## config.mk

```make
export PLATFORM = sky130hd
export DESIGN_NAME = muldiv_unit
export DESIGN_NICKNAME = d
export VERILOG_FILES = /design/src/rtl/muldiv_pkg.sv /design/src/rtl/muldiv_unit.sv
export SDC_FILE = /design/constraint.sdc
export NUM_CORES = 1
export LEC_CHECK = 0
export ABC_AREA = 0
export BUFFER_PORTS_ARGS = -buffer_cell sky130_fd_sc_hd__clkbuf_2
export CAP_MARGIN = 25
export CORE_MARGIN = 2
export CORE_UTILIZATION = 45
export CTS_BUF_LIST = sky130_fd_sc_hd__clkbuf_8
export CTS_CLUSTER_DIAMETER = 60
export DETAILED_ROUTE_END_ITERATION = 10
export GPL_ROUTABILITY_DRIVEN = 0
export SLEW_MARGIN = 15
export SYNTH_ARGS = -nofsm -noshare
export SYNTH_HDL_FRONTEND = slang
export SYNTH_SLANG_ARGS = --single-unit
```

## constraint.sdc

```tcl
create_clock -name clk -period 7.9 [get_ports clk]
set_clock_uncertainty 0.1 [all_clocks]
set_input_delay 0 -clock clk [delete_from_list [all_inputs] [get_ports clk]]
set_output_delay 0 -clock clk [all_outputs]
set_load 0.02 [all_outputs]
```

## src/rtl/muldiv_pkg.sv

```systemverilog
`default_nettype none
// ----------------------------------------------------------------------------
// | Module      : muldiv_pkg                                                 |
// | Description : Operation encodings and FSM state type shared by the       |
// |               iterative multiply/divide unit.                            |
// | Revision    : 1.0 - initial release                                      |
// ----------------------------------------------------------------------------
package muldiv_pkg;

   localparam logic [1:0] OP_MULTU = 2'b00;
   localparam logic [1:0] OP_MULT  = 2'b01;
   localparam logic [1:0] OP_DIVU  = 2'b10;
   localparam logic [1:0] OP_DIV   = 2'b11;

   typedef enum logic [1:0] {
      IDLE = 2'd0,
      RUN  = 2'd1,
      FIX  = 2'd2
   } state_t;

endpackage
`default_nettype wire

```

## src/rtl/muldiv_unit.sv

```systemverilog
`default_nettype none
// ----------------------------------------------------------------------------
// | Module      : muldiv_unit                                                |
// | Description : Iterative radix-2 multiply/divide unit writing HI/LO.      |
// |               Multiply and divide share one 2W shift register and one    |
// |               W+1-bit adder/subtractor; signs are fixed up at the end.   |
// | Revision    : 1.0 - initial release                                      |
// ----------------------------------------------------------------------------
module muldiv_unit
   import muldiv_pkg::*;
#(
   parameter int DATA_WIDTH = 32
)
(
   input  logic                  clk,
   input  logic                  reset_n,
   input  logic [DATA_WIDTH-1:0] a,
   input  logic [DATA_WIDTH-1:0] b,
   input  logic [1:0]            op,
   input  logic                  start,
   input  logic                  hi_we,
   input  logic                  lo_we,
   input  logic [DATA_WIDTH-1:0] wdata,
   output logic                  busy,
   output logic                  done,
   output logic [DATA_WIDTH-1:0] hi,
   output logic [DATA_WIDTH-1:0] lo
);

   localparam int W  = DATA_WIDTH;
   localparam int CW = $clog2(DATA_WIDTH);
   localparam logic [CW-1:0] c_LAST_CNT = CW'(DATA_WIDTH - 1);

   state_t           r_state;
   state_t           w_state_nxt;
   logic [CW-1:0]    r_cnt;
   logic [2*W-1:0]   r_acc;       // multiply: {partial, multiplier}; divide: {remainder, dividend}
   logic [W-1:0]     r_opnd;      // multiplicand magnitude or divisor magnitude
   logic [W-1:0]     r_a_orig;    // unmodified dividend, returned in HI on divide by zero
   logic [1:0]       r_op;
   logic             r_neg_lo;    // negate product / quotient at fix-up
   logic             r_neg_hi;    // negate remainder at fix-up
   logic             r_bzero;
   logic             r_busy;
   logic             r_done;
   logic [W-1:0]     r_hi;
   logic [W-1:0]     r_lo;

   logic             w_in_signed;
   logic             w_in_div;
   logic [W-1:0]     w_a_mag;
   logic [W-1:0]     w_b_mag;
   logic             w_run_div;
   logic [W:0]       w_lhs;
   logic [W:0]       w_rhs;
   logic             w_cin;
   logic [W:0]       w_sum;
   logic [2*W-1:0]   w_acc_step;
   logic [2*W-1:0]   w_prod;
   logic [W-1:0]     w_quo;
   logic [W-1:0]     w_rem;
   logic [W-1:0]     w_fix_hi;
   logic [W-1:0]     w_fix_lo;

   assign busy = r_busy;
   assign done = r_done;
   assign hi   = r_hi;
   assign lo   = r_lo;

   // Operand decode at accept: magnitudes for signed ops, raw values otherwise.
   always_comb begin
      w_in_signed = (op == OP_MULT) || (op == OP_DIV);
      w_in_div    = (op == OP_DIVU) || (op == OP_DIV);
      w_a_mag     = (w_in_signed && a[W-1]) ? (~a + 1'b1) : a;
      w_b_mag     = (w_in_signed && b[W-1]) ? (~b + 1'b1) : b;
   end

   // One radix-2 step through the shared adder: shift-add or restoring shift-subtract.
   always_comb begin
      w_run_div = (r_op == OP_DIVU) || (r_op == OP_DIV);
      w_lhs     = {1'b0, r_acc[2*W-1:W]};
      w_rhs     = r_acc[0] ? {1'b0, r_opnd} : '0;
      w_cin     = 1'b0;
      if (w_run_div) begin
         w_lhs = r_acc[2*W-1:W-1];
         w_rhs = ~{1'b0, r_opnd};
         w_cin = 1'b1;
      end
      w_sum = w_lhs + w_rhs + {{W{1'b0}}, w_cin};
      if (w_run_div) begin
         // A negative trial difference means the divisor did not fit: keep the shifted remainder.
         w_acc_step = w_sum[W] ? {r_acc[2*W-2:0], 1'b0}
                               : {w_sum[W-1:0], r_acc[W-2:0], 1'b1};
      end else begin
         w_acc_step = {w_sum, r_acc[W-1:1]};
      end
   end

   // Sign fix-up and divide-by-zero override for the HI/LO writeback.
   always_comb begin
      w_prod = r_neg_lo ? (~r_acc + 1'b1) : r_acc;
      w_quo  = r_neg_lo ? (~r_acc[W-1:0] + 1'b1) : r_acc[W-1:0];
      w_rem  = r_neg_hi ? (~r_acc[2*W-1:W] + 1'b1) : r_acc[2*W-1:W];
      w_fix_hi = w_prod[2*W-1:W];
      w_fix_lo = w_prod[W-1:0];
      if (w_run_div) begin
         w_fix_hi = r_bzero ? r_a_orig : w_rem;
         w_fix_lo = r_bzero ? '1 : w_quo;
      end
   end

   // Next-state logic: accept, iterate DATA_WIDTH steps, one fix-up cycle.
   always_comb begin
      w_state_nxt = r_state;
      case (r_state)
         IDLE:    if (start) w_state_nxt = RUN;
         RUN:     if (r_cnt == c_LAST_CNT) w_state_nxt = FIX;
         FIX:     w_state_nxt = IDLE;
         default: w_state_nxt = IDLE;
      endcase
   end

   // State register.
   always_ff @(posedge clk) begin
      if (!reset_n) r_state <= IDLE;
      else          r_state <= w_state_nxt;
   end

   // Datapath, HI/LO and registered status outputs.
   always_ff @(posedge clk) begin
      if (!reset_n) begin
         r_cnt    <= '0;
         r_acc    <= '0;
         r_opnd   <= '0;
         r_a_orig <= '0;
         r_op     <= OP_MULTU;
         r_neg_lo <= 1'b0;
         r_neg_hi <= 1'b0;
         r_bzero  <= 1'b0;
         r_busy   <= 1'b0;
         r_done   <= 1'b0;
         r_hi     <= '0;
         r_lo     <= '0;
      end else begin
         r_busy <= (w_state_nxt != IDLE);
         r_done <= (r_state == FIX);
         case (r_state)
            IDLE: begin
               if (hi_we) r_hi <= wdata;
               if (lo_we) r_lo <= wdata;
               if (start) begin
                  r_op     <= op;
                  r_cnt    <= '0;
                  r_a_orig <= a;
                  r_bzero  <= (b == '0);
                  r_neg_lo <= w_in_signed && (a[W-1] ^ b[W-1]);
                  r_neg_hi <= (op == OP_DIV) && a[W-1];
                  r_opnd   <= w_in_div ? w_b_mag : w_a_mag;
                  r_acc    <= {{W{1'b0}}, (w_in_div ? w_a_mag : w_b_mag)};
               end
            end
            RUN: begin
               r_acc <= w_acc_step;
               r_cnt <= (r_cnt == c_LAST_CNT) ? '0 : r_cnt + 1'b1;
            end
            FIX: begin
               r_hi <= w_fix_hi;
               r_lo <= w_fix_lo;
            end
            default: ;
         endcase
      end
   end

endmodule
`default_nettype wire
```

After elaboration in Yosys (flattened, before gate mapping):

Cells that the tools add are included.

* mux-type cells: 29
* add/subtract/negate cells: 8
* bitwise logic cells: 7
* equal/unequal tests: 11
* reduce and logical (&&, ||, !) cells: 16

Operator list (number)
* $mux W32: 13
* $mux W64: 4
* $add A32 B1 Y32 const B: 4
* $not A32 Y32: 4
* $pmux W32 S2: 2
* $pmux W64 S2: 1
* $mux W33: 2
* $add A64 B1 Y64 const B: 1
* $not A64 Y64: 1
* $add A33 B1 Y33: 1
* $add A33 B33 Y33: 1
* $not A32 Y33: 1
* $logic_not A32 Y1: 1
* $eq A2 B2 Y1 const B: 5
* $mux W5: 2
* $pmux W5 S2: 1
* $reduce_and A2 Y1: 4
* $ne A2 B2 Y1 const B: 3
* $reduce_bool A2 Y1: 3
* $add A5 B1 Y5 const B: 1
* $eq A5 B5 Y1 const B: 1
* $eq A2 B1 Y1 const B: 2
* $logic_and A1 B1 Y1: 4
* $mux W2: 2
* 5 further kinds: 7

* logic and storage cells: 84
* output and inout port bits: 66
* input port bits: 103
* register bits: 206

Logic depth before layout (Yosys ltp):

Gate-level depths: netlist (run 1).

* depth after elaboration: 8
* mapped depth: 18
* mapped depth without buffers: 14

Worst setup path before layout (run 1):

OpenSTA, ideal clock, no wires.

* kind: register to register
* from: register r_op[1]
* to: register r_acc[57]
* path buffers: 3
* cell stages (with the launch flop): 14
* arrival: 3.967 ns
* path slack: 3.698 ns
* cell sequence: dfxtp_1 > clkbuf_1 > clkbuf_1 > buf_1 > mux2_2 > ha_1 > a21o_1 > a21o_1 > a2111oi_2 > o22ai_1 > o21ai_0 > nand2_2 > mux2i_1 > o221ai_1

* longest elaborated chain between the ends: 8

RTL lines
* start: declaration: line muldiv_unit.sv:40 `logic [1:0] r_op;`
* start signal: assignment: line muldiv_unit.sv:152 `r_op <= op;`
* $eq A2 B2 Y1: line muldiv_unit.sv:80 `w_run_div = (r_op == OP_DIVU) || (r_op == OP_DIV);`
* $logic_or A1 B1 Y1 *: line muldiv_unit.sv:80
* $mux W33: line muldiv_unit.sv:84 `if (w_run_div) begin`
* $add A33 B33 Y33: line muldiv_unit.sv:89 `w_sum = w_lhs + w_rhs + {{W{1'b0}}, w_cin};`
* $add A33 B1 Y33: line muldiv_unit.sv:89
* $mux W64: line muldiv_unit.sv:92 `w_acc_step = w_sum[W] ? {r_acc[2*W-2:0], 1'b0}`
* $mux W64 *: line muldiv_unit.sv:90 `if (w_run_div) begin`
* $pmux W64 S2 *: line muldiv_unit.sv:147 `case (r_state)`
* end signal: assignment: line muldiv_unit.sv:159 `r_acc <= {{W{1'b0}}, (w_in_div ? w_a_mag : w_b_mag)};`
* end signal: assignment: line muldiv_unit.sv:163 `r_acc <= w_acc_step;`
* end: declaration: line muldiv_unit.sv:37 `logic [2*W-1:0] r_acc;`

Mark *: on every way between the ends. The rest lies on a longest branch, timed or not.
A chain may end at the register's enable or synchronous reset.

Worst setup path after layout (run 1):

* from: register r_op[1]
* to: register r_acc[32]

The elaborated chain is that of the path after synthesis.

==> run_results.csv, run 1 <==
group,metric,value,unit
cts,htreeDepth,2,
placement,place.port_buffers,168,
layout,drive_gt1_frac,0.1443,
global_route,antenna_found_initial,0,
timing,setup_viol,0,
run,maxCapViolations,0,
synthesis,syn_nets,2281,
die,dieWidth,192.4,µm
cts,cts_buffers,40,
setup_path,path_class,"register to register",
die,die_area,37020,µm²
die,die_y,192.4,µm
synthesis,synthCells,2138,
global_route,grtUsageMet1,0.4805,
cts,cts_sinks,205,
setup_path,cp_slowest_stage_delay,0.75,ns
pwr,p_per_area,170.1,nW/µm²
die,coreArea,35220,µm²
die,io_pins,169,
timing,fmax,203.8,MHz
drt,drt_iter0_markers,2065,
drt,drc_errors,0,
cts,clkTransAtPathRegs,0.06,ns
drt,via_per_inst,6.249,
setup_path,worst-endpoint-required,8.21,ns
die,core.rowCount,69,
timing,min_period,4.906,ns
pwr,p_leak,7.467,nW
layout,antennaDiodeCount,0,
drt,vias,17340,
cts,cts_resized,0,
layout,nets,2429,
setup_path,startpoint_type,"register",
synthesis,ys_dominant_reg_cell,"dfxtp_1",
cts,cts_setup_buffers,0,
setup_path,end_kind,"register",
global_route,met2_usage,0.4842,
die,start_util,0.4535,
setup_path,critPathSlowestCell,"buf_4",
cts,cts_tree,"built",
global_route,grtUsageMet3,0.05692,
timing,hold_viol,0,
synthesis,synth.area.top_cells,"dfxtp_1 (26%), mux2i_1 (6.1%), xnor2_1 (6.0%)",
setup_path,path_cells,"buf_4, buf_4, mux2_2, ha_1, a21oi_1, nand2_1, o211a_1, o211ai_1, a21oi_1, nor2_4, mux2i_1, o221ai_1",
synthesis,synth_most_common_cell,"nand2_1",
synthesis,synth_cell_type_count,91,
global_route,grt_pass1_wl,93570,µm
timing,period_share,0.6211,
setup_path,critical_path.max_fanout,68,
cts,cts_buffer_depth,3,
synthesis,yosys_warnings,0,
drt,firstDrtPassIters,6,
status,status,"finished, final reports clean",
synthesis,synth_largest_area_cell,"dfxtp_1",
synthesis,synthArstFlopShare,0,
cts,worstSkewPairLatency,0.57,ns
timing,rsz0062_at_grt,"no",
global_route,grt.busiest_layer,"met2",
placement,post-dp-hpwl,46060,µm
timing,tightest_slew,1.006,ns
timing,finalMaxSlewViolations,0,
synthesis,ys_ff_latch,205,
min_path,hp-class,"input port to register",
synthesis,synth_area,15970,µm²
synthesis,synth_commonest_cells,"nand2_1 (256), dfxtp_1 (205), a21oi_1 (181)",
timing,finalWorstSetupSlack,2.994,ns
setup_path,crit_arrival,5.22,ns
synthesis,synth_top_area_frac,0.2569,
synthesis,synth_seq_area_share,0.2569,
placement,place_ws,3.121,ns
drt,drtAntennaViolNets,0,
drt,wirelength,62670,µm
global_route,grt_pass1_vias,15633,
global_route,grtUsageTotal,0.3285,
pwr,irDropWorstVdd,0.1003,mV
layout,synthToLayoutAreaGrowth,17.02,%
cts,cts-root-buf,"clkbuf_8",
global_route,gr-total-overflow,0,
synthesis,synth_edf_count,0,
synthesis,avgSynthCellArea,7.472,µm²
drt,wl_per_cell,22.58,µm
timing,tns,0,ns
global_route,grt_max_degree,71,
timing,relSlewSlack,0.3230,
[what timing repair did]
item | 4_1_cts | 5_1_grt
setup endpoints to repair | 0 | 0
hold buffers | 100 | 0
endpoints found under the hold margin | 149 | 0
[logic make-up (layout without fill, tap and decap cells)]
logic type      Yosys count  count (layout)  synth area share
xor+xnor                177             177           0.09705
mux                     127             127           0.08193
buf+inv                 220             396           0.05397
compound gates          660             660            0.2669
simple gates            709             709            0.2109
flops                   205             205            0.2569
fa+ha+maj                40              40           0.03227
[metrics by stage]
stage	power, mW	hold WS (ns)	util	cell area, µm²	instances
2_1_floorplan	1.780	0.03596	-	15970	2138
3_3_place_gp	2.059	0.1806	0.4790	16870	2602
3_5_place_dp	2.071	0.1773	0.4798	16900	2604
4_1_cts	3.154	0.04498	0.5303	18680	2774
5_1_grt	3.309	0.1217	0.5307	18690	2775
6_report	3.179	0.06108	0.5307	18690	2775
[registers in the layout (all words and copies together), names as in the netlist]
signal / flops
r_neg_hi: 1
hi: 32
r_bzero: 1
r_a_orig: 32
r_neg_lo: 1
r_op: 1
lo: 32
done: 1
r_cnt: 5
r_opnd: 32
r_state: 2
r_acc: 64
busy: 1
[placed cells by master (no fill, tap or decap), drive strengths merged, types with 20 or more instances in the layout]
| master | n |
|---|---|
| dlygate4sd3 | 100 |
| nand2 | 259 |
| nand4 | 20 |
| o31ai | 23 |
| xnor2 | 110 |
| clkbuf | 215 |
| buf | 28 |
| dfxtp | 205 |
| a21oi | 184 |
| nor3 | 52 |
| mux2 | 30 |
| or3 | 21 |
| xor2 | 67 |
| o21ai | 169 |
| o221ai | 38 |
| a21o | 21 |
| a211oi | 37 |
| a22oi | 26 |
| o211ai | 38 |
| inv | 44 |
| ha | 38 |
| nand3 | 75 |
| nor2 | 169 |
| mux2i | 97 |
[critical path: cells and delay by family (launching register included)]
family | cells | cell delay [ns]
mux | 2 | 0.66
buf+inv | 2 | 1.27
flops | 1 | 0.43
simple gates | 2 | 0.68
compound gates | 5 | 1.17
fa+ha+maj | 1 | 0.36
[report_power, final]
part           internal, mW  switching [mW]
clock network         0.572           0.487
registers              1.11           0.118
logic                 0.334           0.559
[worst paths after layout]
| check | startpoint | end | slack [ns] | cells past startpoint |
|---|---|---|---|---|
| hold / removal | hi_we | hi[26]$_SDFFE_PN0P_ | 0.06 | 6 |
| setup reg to reg | r_op[1]$_SDFFE_PN0P_ | r_acc[32]$_SDFFE_PN0P_ | 2.99 | 12 |
| hold reg to reg | lo[29]$_SDFFE_PN0P_ | lo[29]$_SDFFE_PN0P_ | 0.36 | 2 |
| setup / recovery | r_op[1]$_SDFFE_PN0P_ | r_acc[32]$_SDFFE_PN0P_ | 2.99 | 12 |
[routing by layer]
| layer | vias up | share of wire | routed length (µm) |
|---|---|---|---|
| met2 | 858 | 0.43 | 26820 |
| met4 | 0 | 0.029 | 1791 |
| met1 | 8288 | 0.45 | 28280 |
| met3 | 111 | 0.092 | 5780 |
| li1 | 8083 | - | - |
| met5 | - | 0 | 0 |
[final cells by class]
class,count,area (µm²)
clock buffers,47,646.9
clock inverters,23,128.9
fillers,3415,16530
inverters,30,115.1
multi-input cells,1713,11040
flip-flops and latches,205,4110
well taps,461,576.8
repair buffers,296,2074
No activity file was read; power rests on OpenSTA's default activity.
==> run 2, diff against run 1 <==
- PLACE_DENSITY: not set -> 0.66
- clock period: 7.9 -> 4.3 ns (I/O delays scaled with it)
==> run_results.csv, run 2 (synthesis results as in run 1) <==
group,metric,value,unit
status,status,"finished, final reports clean",
global_route,antenna_found_initial,0,
cts,worstSkewPairLatency,0.56,ns
timing,tns,0,ns
cts,clkTransAtPathRegs,0.06,ns
die,start_util,0.4535,
layout,multi_input_area,11040,µm²
timing,period_share,0.9214,
setup_path,end_kind,"register",
setup_path,path_depth,11,
layout,nFillCells,3336,
min_path,hp-class,"input port to register",
setup_path,path_common_cell,"a21o_1",
setup_path,worst-endpoint-required,4.66,ns
setup_path,reg2regPathDepth,11,
placement,place.port_buffers,168,
die,die_area,37020,µm²
global_route,grt_pass1_vias,16136,
timing,fmax,252.4,MHz
layout,regMostFlops,"r_acc",
pwr,clkPwrFrac,0.331,
layout,synthToLayoutAreaGrowth,18.92,%
layout,final_common_cell,"nand2_1",
setup_path,crit_arrival,4.33,ns
layout,largest_reg_flops,64,
setup_path,cp_slowest_stage_delay,0.49,ns
cts,htreeDepth,2,
timing,finalMaxSlewViolations,0,
cts,cts_tree,"built",
die,coreArea,35220,µm²
die,io_pins,169,
drt,drt_iter0_markers,2086,
timing,setup_viol,0,
layout,seqCellArea,4110,µm²
pwr,p_leak,7.634,nW
drt,vias,17738,
drt,wl_per_cell,22.15,µm
global_route,grt_max_degree,67,
setup_path,critPathSlowestCell,"nor3_1",
layout,drive_gt1_frac,0.1569,
setup_path,path_class,"register to register",
pwr,irDropWorstVdd,0.2109,mV
cts,cts_buffer_depth,3,
placement,post-dp-hpwl,46360,µm
drt,via_per_inst,6.319,
die,dieWidth,192.4,µm
setup_path,startpoint_type,"register",
layout,nets,2462,
pwr,power_frac_comb,0.289,
global_route,gr-total-overflow,0,
cts,cts-root-buf,"clkbuf_8",
pwr,switching_share,0.3630,
timing,relSlewSlack,0.3201,
global_route,grtUsageTotal,0.3268,
timing,min_period,3.962,ns
pwr,p_sw,2.133,mW
setup_path,critPathTopFamily,"compound AO/OA/AOI/OAI gates",
die,core.rowCount,69,
setup_path,path_cells,"buf_12, mux2_2, ha_1, a21o_1, a21o_1, a2111o_1, a2bb2oi_1, a21oi_1, nor3_1, o21ai_0, a221oi_1",
pwr,p_int,3.743,mW
pwr,seqPwrFrac,0.379,
pwr,p_per_area,309.3,nW/µm²
global_route,grt_pass1_wl,94210,µm
run,maxCapViolations,0,
drt,firstDrtPassIters,7,
setup_path,crit_buf_inv,1,
drt,drc_errors,0,
drt,wirelength,62170,µm
die,die_y,192.4,µm
setup_path,critical_path.max_fanout,66,
cts,cts_sinks,205,
pwr,finalPower,5.877,mW
cts,cts_resized,0,
drt,drtAntennaViolNets,0,
timing,rsz0062_at_grt,"no",
timing,tightest_slew,1.018,ns
min_path,min_path_cells,5,
cts,cts_buffers,39,
timing,hold_viol,0,
layout,final_cell_mix,"nand2_1 (255), dfxtp_1 (202), a21oi_1 (181)",
-- run 2: cell count changes in the layout (fill, tap and decap cells not counted), moves of 2 or more --
cell | previous run | this run
buf_8 | 3 | 1
inv_1 | 42 | 39
buf_4 | 25 | 57
clkinv_2 | 4 | 2
buf_12 | 0 | 3
-- run 2: area by class of cell --
type	instances	area share
inverters	30	0.005994
repair buffers	330	0.1249
well taps	461	0.03036
clock inverters	19	0.006323
diodes	1	0.0001317
multi-input cells	1713	0.5812
flip-flops and latches	205	0.2164
clock buffers	48	0.03478
-- run 2: final timing paths --
path | start | to | slack (ns)
max | r_op[1]$_SDFFE_PN0P_ | r_acc[0]$_SDFFE_PN0P_ | 0.34
min | b[12] | r_opnd[12]$_SDFFE_PN0P_ | 0.03
max reg2reg | r_op[1]$_SDFFE_PN0P_ | r_acc[0]$_SDFFE_PN0P_ | 0.34
min reg2reg | lo[4]$_SDFFE_PN0P_ | lo[4]$_SDFFE_PN0P_ | 0.36
-- run 2: tightest hold or removal path, cell delays in order --
cell and delay [ns]:
clkbuf_2 0.10, xor2_1 0.11, mux2i_1 0.14, nand2_1 0.13
a21oi_1 0.16
-- run 2: routing by layer --
layer	wire length (µm)	track usage
met1	25940	0.4593
met2	26810	0.5021
met3	7074	0.06001
met4	2339	0.1083
met5	0	0
-- run 2: timing repair --
item | 4_1_cts | 5_1_grt
endpoints found under the setup margin | 0 | 1
buffers inserted | 0 | 1
hold buffers | 100 | 0
endpoints found under the hold margin | 135 | 0
-- run 2: power groups by stage --
stage | sequential, mW | clock [mW] | combinational (mW)
5_1_grt | 2.24 | 2.05 | 1.83
2_1_floorplan | 2.19 | 0 | 1.08
4_1_cts | 2.22 | 1.96 | 1.65
3_3_place_gp | 2.25 | 0 | 1.55
3_5_place_dp | 2.26 | 0 | 1.58
6_report | 2.23 | 1.95 | 1.70
-- run 2: per-stage QoR --
stage	hold slack, ns	utilization	worst slack [ns]	instance area [µm²]	instances
6_report	0.02810	0.5393	0.3380	19000	2807
4_1_cts	0.004249	0.5379	0.2977	18950	2804
3_5_place_dp	0.1915	0.4873	0.3068	17170	2637
5_1_grt	0.03439	0.5393	0.06798	18990	2806
2_1_floorplan	0.03596	-	0.09790	15970	2138
3_3_place_gp	0.1866	0.4869	0.4328	17150	2636
==> run 3, diff against run 2 <==
- CTS_BUF_LIST: sky130_fd_sc_hd__clkbuf_8 -> sky130_fd_sc_hd__clkbuf_4 sky130_fd_sc_hd__clkbuf_8 sky130_fd_sc_hd__clkbuf_16
==> run_results.csv, run 3 (synthesis results as in run 1) <==
group,metric,value,unit
status,status,"finished, final reports clean",
setup_path,worst-endpoint-required,4.59,ns
placement,dpl-instance-area,17170,µm²
die,core.rowCount,69,
cts,cts_buffer_depth,3,
timing,rsz0062_at_grt,"no",
setup_path,critPathSlowestCell,"nor2_4",
placement,place.port_buffers,168,
die,coreArea,35220,µm²
setup_path,critical_path.max_fanout,66,
pwr,p_leak,7.587,nW
drt,drt_iter0_markers,2110,
layout,final_common_cell,"nand2_1",
drt,vias,17521,
setup_path,crit_arrival,4.35,ns
drt,wl_per_cell,22.22,µm
die,io_pins,169,
layout,drive_gt1_frac,0.1536,
cts,cts_sinks,205,
cts,clkTransAtPathRegs,0.06,ns
global_route,gr-total-overflow,0,
setup_path,path_common_cell,"a21o_1",
layout,final_cell_mix,"nand2_1 (255), dfxtp_1 (202), a21oi_1 (181)",
cts,cts_tree,"built",
pwr,irDropWorstVdd,0.2800,mV
layout,seqCellArea,4110,µm²
cts,cts_resized,0,
timing,period_share,0.9454,
cts,cts-root-buf,"clkbuf_16",
die,dieWidth,192.4,µm
drt,drc_errors,0,
drt,via_per_inst,6.307,
cts,htreeDepth,1,
timing,hold_viol,0,
min_path,hp-class,"input port to register",
layout,synthToLayoutAreaGrowth,19.00,%
timing,fmax,246.0,MHz
global_route,grt_max_degree,67,
layout,nFillCells,3317,
setup_path,path_class,"register to register",
cts,cts_setup_buffers,0,
layout,final_cell_area,19010,µm²
timing,setup_viol,0,
drt,wirelength,61740,µm
die,start_util,0.4535,
layout,largest_reg_flops,64,
die,die_y,192.4,µm
drt,drtAntennaViolNets,0,
global_route,grt_pass1_vias,16027,
setup_path,cp_slowest_stage_delay,0.57,ns
layout,nets,2444,
layout,regMostFlops,"r_acc",
setup_path,startpoint_type,"register",
timing,tns,0,ns
setup_path,path_cells,"buf_12, mux2_2, ha_1, a21o_1, a21o_1, a2111o_1, a2bb2oi_1, a21oi_1, nor2_4, mux2i_1, o221ai_1",
timing,fin_hold_ws,0.007630,ns
timing,finalMaxSlewViolations,0,
timing,min_period,4.065,ns
timing,tightest_slew,1.013,ns
global_route,grt_pass1_wl,92940,µm
cts,worstSkewPairLatency,0.54,ns
placement,post-dp-hpwl,46360,µm
pwr,p_per_area,324.7,nW/µm²
global_route,grtUsageTotal,0.3226,
layout,multi_input_area,11040,µm²
die,die_area,37020,µm²
cts,cts_buffers,26,
cts,cts_hold_buf,96,
global_route,antenna_found_initial,0,
drt,firstDrtPassIters,6,
setup_path,end_kind,"register",
run,maxCapViolations,0,
timing,relSlewSlack,0.3236,
layout,antennaDiodeCount,0,
[run 3: cell count changes in the layout (fill, tap and decap cells not counted), sizes merged]
| cell | delta |
|---|---|
| clkbuf | -15 |
| inv | -11 |
| dlygate4sd3 | -4 |
| bufinv | +2 |
| buf | -1 |
| clkinvlp | +1 |
| diode | -1 |
[run 3: cell type report]
| class | instances | share of cell area |
|---|---|---|
| multi-input combinational | 1713 | 0.5808 |
| tap | 461 | 0.03034 |
| clock buffer | 33 | 0.03791 |
| sequential | 205 | 0.2162 |
| clock inverter | 11 | 0.007767 |
| timing repair buffer | 325 | 0.1210 |
| inverter | 30 | 0.005990 |
[run 3: worst max-delay path: cells and delay by family, from the launching register on]
family / cells / cell delay (ns)
AO/OA/AOI/OAI: 6 / 1.54
multiplexers: 2 / 0.64
AND/OR/NAND/NOR: 1 / 0.57
adder cells (fa/ha/maj): 1 / 0.38
flip-flops: 1 / 0.36
buffers and inverters: 1 / 0.28
[run 3: final timing paths]
| path | from | to | cells past startpoint | slack (ns) |
|---|---|---|---|---|
| worst max-delay path | r_op[1]$_SDFFE_PN0P_ | r_acc[32]$_SDFFE_PN0P_ | 11 | 0.23 |
| worst min-delay path | b[22] | r_acc[22]$_SDFFE_PN0P_ | 6 | 0.008 |
| worst max register to register | r_op[1]$_SDFFE_PN0P_ | r_acc[32]$_SDFFE_PN0P_ | 11 | 0.23 |
| worst min register to register | lo[4]$_SDFFE_PN0P_ | lo[4]$_SDFFE_PN0P_ | 2 | 0.35 |
[run 3: per-layer routing]
layer	GRT usage	share of wire
met3	0.06638	0.11
met2	0.4869	0.42
met4	0.1257	0.044
met5	0	0
met1	0.4487	0.42
[run 3: where the power goes]
part           switching [mW]  leakage, nW  internal [mW]
Clock                   0.886        0.420           1.36
Sequential              0.193         1.69           2.04
Combinational            1.06         5.48          0.635
[run 3: stage by stage]
stage	cells	util	setup WS, ns	power, mW
global route	2778	0.5397	0.004207	6.381
CTS	2777	0.5393	0.3041	6.116
detailed placement	2637	0.4873	0.3068	3.832
global placement	2636	0.4869	0.4328	3.798
floorplan	2138	-	0.09790	3.270
finish	2778	0.5397	0.2348	6.173
